**src/rtl/sha_pad_sequencer.sv**
```systemverilog
`timescale 1ns/1ps
// SHA-256 message padder: packs a byte stream into 512-bit blocks with 0x80, zero fill and 64-bit bit length.
// Latency: block valid 1 cycle after the byte that completes it; a spill block follows back-to-back.
// Backpressure: in_ready drops while a block is presented; block outputs hold until blk_ready.
module sha_pad_sequencer #(
  parameter int BYTE_PTR_W = 6,
  parameter int LEN_W      = 64
) (
  input  logic             clk,
  input  logic             rst,
  input  logic             in_valid,
  output logic             in_ready,
  input  logic [7:0]       in_data,
  input  logic             in_last,
  output logic             blk_valid,
  input  logic             blk_ready,
  output logic [511:0]     blk_data,
  output logic             blk_first,
  output logic             blk_last,
  output logic             busy,
  output logic [LEN_W-1:0] msg_bits
);

  localparam int BLK_BYTES = 1 << BYTE_PTR_W;
  localparam logic [BYTE_PTR_W:0] LEN_POS = (BYTE_PTR_W+1)'(BLK_BYTES - 8);
  localparam logic [BYTE_PTR_W:0] FULL    = (BYTE_PTR_W+1)'(BLK_BYTES);

  typedef enum logic {FILL, EMIT} state_t;
  typedef enum logic [1:0] {P_NONE, P_80, P_LEN} pend_t;

  state_t                state, state_n;
  pend_t                 pend, pend_n;
  logic [BYTE_PTR_W-1:0] ptr, ptr_n;
  logic [511:0]          blk_buf, buf_n;
  logic [LEN_W-1:0]      bits_n;
  logic                  first_flag, first_n;
  logic                  last_flag, last_n;

  logic                  in_fire;
  logic                  out_fire;
  logic [BYTE_PTR_W:0]   q;
  logic [BYTE_PTR_W+2:0] wr_off;
  logic [BYTE_PTR_W+2:0] pad_off;

  assign in_ready  = (state == FILL) & ~rst;
  assign blk_valid = (state == EMIT);
  assign blk_data  = blk_buf;
  assign blk_first = (state == EMIT) & first_flag;
  assign blk_last  = last_flag;
  assign busy      = (state == EMIT) | (msg_bits != '0);

  assign in_fire  = in_valid & in_ready;
  assign out_fire = blk_valid & blk_ready;
  assign q        = {1'b0, ptr} + (BYTE_PTR_W+1)'(1);
  // Byte i lives at bit offset (63-i)*8, i.e. the inverted index shifted by 3.
  assign wr_off   = {~ptr, 3'b000};
  assign pad_off  = {~q[BYTE_PTR_W-1:0], 3'b000};

  // Next-state, block assembly and pending spill-block bookkeeping.
  always_comb begin
    state_n = state;
    pend_n  = pend;
    ptr_n   = ptr;
    buf_n   = blk_buf;
    bits_n  = msg_bits;
    first_n = first_flag;
    last_n  = last_flag;
    case (state)
      FILL: begin
        if (in_fire) begin
          bits_n = msg_bits + LEN_W'(8);
          buf_n[wr_off +: 8] = in_data;
          if (!in_last) begin
            if (q == FULL) begin
              state_n = EMIT;
              last_n  = 1'b0;
              ptr_n   = '0;
            end else begin
              ptr_n = q[BYTE_PTR_W-1:0];
            end
          end else begin
            state_n = EMIT;
            ptr_n   = '0;
            if (q < LEN_POS + (BYTE_PTR_W+1)'(0) || q == LEN_POS - (BYTE_PTR_W+1)'(0) && 1'b0) begin
              buf_n[pad_off +: 8]  = 8'h80;
              buf_n[LEN_W-1:0]     = bits_n;
              last_n               = 1'b1;
            end else if (q < FULL) begin
              buf_n[pad_off +: 8] = 8'h80;
              last_n              = 1'b0;
              pend_n              = P_LEN;
            end else begin
              last_n = 1'b0;
              pend_n = P_80;
            end
          end
        end
      end
      EMIT: begin
        if (out_fire) begin
          first_n = 1'b0;
          if (pend != P_NONE) begin
            // Length-carrying block goes out immediately behind the current one.
            if (pend == P_80) begin
              buf_n = {8'h80, {(512-8-LEN_W){1'b0}}, msg_bits};
            end else begin
              buf_n = {{(512-LEN_W){1'b0}}, msg_bits};
            end
            pend_n = P_NONE;
            last_n = 1'b1;
          end else begin
            state_n = FILL;
            buf_n   = '0;
            if (last_flag) begin
              bits_n  = '0;
              first_n = 1'b1;
              last_n  = 1'b0;
            end
          end
        end
      end
      default: state_n = FILL;
    endcase
  end

  // State and datapath registers; reset discards any partial message or pending block.
  always_ff @(posedge clk or posedge rst) begin
    if (rst) begin
      state      <= FILL;
      pend       <= P_NONE;
      ptr        <= '0;
      blk_buf    <= '0;
      msg_bits   <= '0;
      first_flag <= 1'b1;
      last_flag  <= 1'b0;
    end else begin
      state      <= state_n;
      pend       <= pend_n;
      ptr        <= ptr_n;
      blk_buf    <= buf_n;
      msg_bits   <= bits_n;
      first_flag <= first_n;
      last_flag  <= last_n;
    end
  end

endmodule

```
**config.mk**
```make
export PLATFORM = sky130hd
export DESIGN_NAME = sha_pad_sequencer
export DESIGN_NICKNAME = d
export VERILOG_FILES = /design/src/rtl/sha_pad_sequencer.sv
export SDC_FILE = /design/constraint.sdc
export NUM_CORES = 2
export LEC_CHECK = 0
export BUFFER_PORTS_ARGS = -buffer_cell sky130_fd_sc_hd__buf_2
export CORE_AREA = 5 5 268 205
export CTS_CLUSTER_SIZE = 14
export DETAILED_ROUTE_END_ITERATION = 6
export DIE_AREA = 0 0 273 210
export PLACE_DENSITY = 0.8
export SYNTH_ARGS = -nofsm -noshare
export SYNTH_HDL_FRONTEND = slang
export SYNTH_SLANG_ARGS = --single-unit
```
**constraint.sdc**
```tcl
create_clock -name clk -period 41.7 [get_ports clk]
set_input_delay 4.17 -clock clk [delete_from_list [all_inputs] [get_ports clk]]
set_output_delay 4.17 -clock clk [all_outputs]
set_load 0.02 [all_outputs]
```
==> flow_summary.json <==
{
  "outcome": "finished with violations",
  "failed_checks": "design-rule violations",
  "syn_inst": 2754,
  "rsz0062_at_grt": "false",
  "track_usage": 0.4001,
  "clk_transition_reported_paths_ps": 60,
  "floorplan.die.width_um": 273,
  "area_growth_syn_to_layout_pct": 18.63,
  "drive_above_1_share": 0.2604,
  "num_vias": 28261,
  "gp_congestion": 1.002,
  "cts_setup_buffers": 0,
  "die_height_um": 210,
  "fmax_mhz": 112.2,
  "worst-r2r-setup-slack_ps": 36500,
  "r2r_cells": 9,
  "p_per_area_mw_per_mm2": 40.45,
  "fin_skew_ps": 20.55,
  "die_area_sq_mm": 0.05733,
  "detail-route-antenna-nets": 0,
  "postPlaceCellArea_sq_mm": 0.03151,
  "detailedRoute.firstIterationViolations": 3978,
  "timing.final.crit_share": 0.2136,
  "cts_htree_levels": 2,
  "dpl.cell_count": 3865,
  "route.detailed.vias_per_inst": 7.113,
  "worst_ep_required_time_ps": 37530,
  "global_route.overflow_total": 0,
  "route.detailed.wl_per_inst_um": 30.14,
  "worst_path_max_delay_cell": "nor2_1",
  "placement.io_buffers": 590,
  "worst_hold_path.num_cells": 1,
  "setup_violations": 0,
  "post_synth.cell_area_avg_sq_um": 10.26,
  "post_layout_nonfiller_instances": 3973,
  "grt_pass1_wl_um": 177000,
  "hold_path_class": "flop to flop",
  "dr.pass1.iters": 7,
  "grt_start_max_net_pins": 185,
  "layout_min_cycle_time_ps": 8909,
  "timing_max_transition_violations_final": 0,
  "synth_sequential_area_ratio": 0.5173,
  "critical_path.max_fanout": 2,
  "netlist_area_sq_mm": 0.02825,
  "postCtsHoldBufs": 0,
  "synth-main-ff-cell": "dfrtp_1",
  "core_area_sq_mm": 0.05215,
  "vias_in_the_first_global_route": 27232,
  "register_area_sq_mm": 0.01462,
  "post_cts_resized": 0,
  "cp_cell_sequence": "buf_2 -> nor2_1 -> buf_2",
  "critical_path_origin": "rst",
  "critical_path.reg2reg.startpoint": "ptr[0]",
  "power.ir.vdd_worst_uv": 35.89,
  "crit_path_max_incr_delay_ps": 220,
  "initial_core_util": 0.5418,
  "number_of_antenna_violations_at_the_first_check_in_global_routing": 5,
  "async_reset_ff_frac": 1.000,
  "max_cap_viol_count": 0,
  "ctsRootBufferMaster": "clkbuf_16",
  "synth.lib_cells_used.distinct": 90,
  "hold-path-endpoint": "blk_data[407]",
  "critPathKind": "input port to output pin",
  "fp-row-count": 73,
  "cts_buffers": 57,
  "finalNetCount": 3233,
  "hold_start": "blk_data[407]",
  "final_hold_viol_count": 0,
  "finalWorstSetupSlack_ps": 32790,
  "layout.filler_cells": 4135,
  "worstPathBufferInverterCount": 2,
  "clock_insertion_delay_worst_skew_ps": 640,
  "tns_ps": 0,
  "number_of_buffers_on_the_longest_clock_path": 3,
  "timing.critical_path.max_delay_family": "buffers and inverters",
  "reg2reg_to": "blk_data[181]",
  "number_of_synthesized_flops_with_an_enable_pin": 0,
  "leakage_power_summed_over_all_cells_nw": 15.98,
  "stdcell_area_sq_mm": 0.03352,
  "max-slew-margin-rel": 0.1468,
  "ys.warnings.count": 0,
  "critPathCaptureType": "output pin",
  "timing.critical_path.mode_cell": "buf_2",
  "drc": 9,
  "route.final.wire_length_um": 119800,
  "number_of_register_bits_inferred_by_synthesis": 584,
  "multi_input_area_sq_mm": 0.01269,
  "arrival_ps": 4740,
  "worst_setup_path_start_kind": "input port",
  "ioPinCount": 594,
  "tightest_slew_ps": 1268,
  "cts_tree": "done",
  "detailedPlace.worstSlack_ps": 32790,
  "cts.sink_count": 584,
  "dp.final_hpwl_um": 82710
}
through the flow:
step,power [mW],hold slack (ps),util
after CTS,1.347,487.7,0.6425
after global placement,0.7904,459.7,0.6042
after detailed placement,0.7946,466.8,0.6042
final,1.356,489.0,0.6427
after floorplan,0.7195,454.1,-
after global routing,1.386,505.2,0.6427
where the power goes:
group          switching [mW]  leakage, nW  internal, mW
clock network           0.242        0.965         0.321
logic                   0.156         6.91        0.0425
registers              0.0154         8.11         0.578
layer usage:
layer  global-route usage  routed length [um]
met2               0.5887               51640
met4               0.1920                6848
met1               0.5432               45250
met3               0.1283               16000
met5                    0                  25
logic make-up (layout without fill, tap and decap cells):
group | Yosys count | after routing | synth area share
and+or+nand+nor | 815 | 815 | 0.1556
muxes | 12 | 12 | 0.004561
DFF | 584 | 584 | 0.5173
xor gates and xnor gates | 11 | 11 | 0.003410
other | 1 | 7 | 0.0001327
adders and majority gates | 8 | 8 | 0.003543
buffers and inverters | 247 | 748 | 0.03644
AOI/OAI and AO/OA | 1076 | 1076 | 0.2790
flip-flops by register name, summed over array words and instances (netlist names):
name,flops
pend,2
blk_valid,1
ptr,6
msg_bits,61
first_flag,1
blk_data,512
blk_last,1
cell type report:
type | count | share of cell area
Antenna cell | 4 | 0.0002986
Clock inverter | 27 | 0.01183
Timing Repair Buffer | 628 | 0.09698
Multi-Input combinational cell | 1925 | 0.3785
Clock buffer | 77 | 0.04778
Inverter | 16 | 0.002016
Sequential cell | 584 | 0.4360
Tap cell | 712 | 0.02658
worst reg2reg max path: stages (launching register included):
cell     delay, ps
dfrtp_1        730
ha_1           490
ha_1           720
and3b_1        900
nor3_2         170
nor3_2         590
nand2_1        390
nor3_1         310
o21ai_1        400
a32o_1         380
synth_stat cells (7+ instances only):
master,count,area [sq um]
a21o_1,17,127.6
a21oi_1,117,585.6
a221o_1,28,280.3
a221oi_1,7,61.31
a22o_1,246,2155
a31oi_1,47,294.0
a32o_1,99,991.0
and2_1,36,225.2
and3_1,30,187.7
and4_1,12,105.1
buf_1,23,86.33
buf_2,42,210.2
buf_4,7,52.55
clkbuf_1,155,581.8
dfrtp_1,583,14590
ha_1,8,100.1
inv_1,16,60.06
mux2i_1,8,80.08
nand2_1,234,878.3
nand2b_1,17,106.4
nand3_1,71,355.3
nand4_1,32,200.2
nor2_1,147,551.8
nor3_1,52,260.3
nor3_2,58,580.6
nor4_1,31,193.9
nor4_2,8,100.1
o211ai_1,12,90.09
o21a_1,7,52.55
o21ai_0,239,1196
o21ai_1,45,225.2
o21ai_2,13,113.9
o22ai_1,20,125.1
o2bb2ai_1,77,674.4
o31ai_1,36,270.3
o41ai_1,10,87.58
or3_1,34,212.7
or4_1,12,90.09
how the worst max path moves through the flow:
stage             endpoint  slack, ps  cells after the start
2_1_floorplan  blk_data[0]      21180                      1
3_3_place_gp      in_ready      32800                      3
3_5_place_dp      in_ready      32790                      3
4_1_cts           in_ready      32790                      3
5_1_grt           in_ready      32750                      3
6_report          in_ready      32790                      3
layout by cell type (no fill, tap or decap), drive strengths merged, types with 8 or more instances in the layout:
cell type	instances
and2	41
clkbuf	77
bufinv	8
and3	30
a32o	99
or3	34
nor4	40
o21ai	297
nor3	113
o22ai	20
o2bb2ai	77
or4	12
o41ai	10
buf	628
a21o	17
a221o	28
nand2b	17
o31ai	39
ha	8
nor2	153
inv	22
o211ai	12
clkinv	8
and4	12
nand2	234
a31oi	49
dfrtp	583
nand3	71
nand4	34
a22o	246
a21oi	119
mux2i	8
Power figures use the tool's default switching activity.
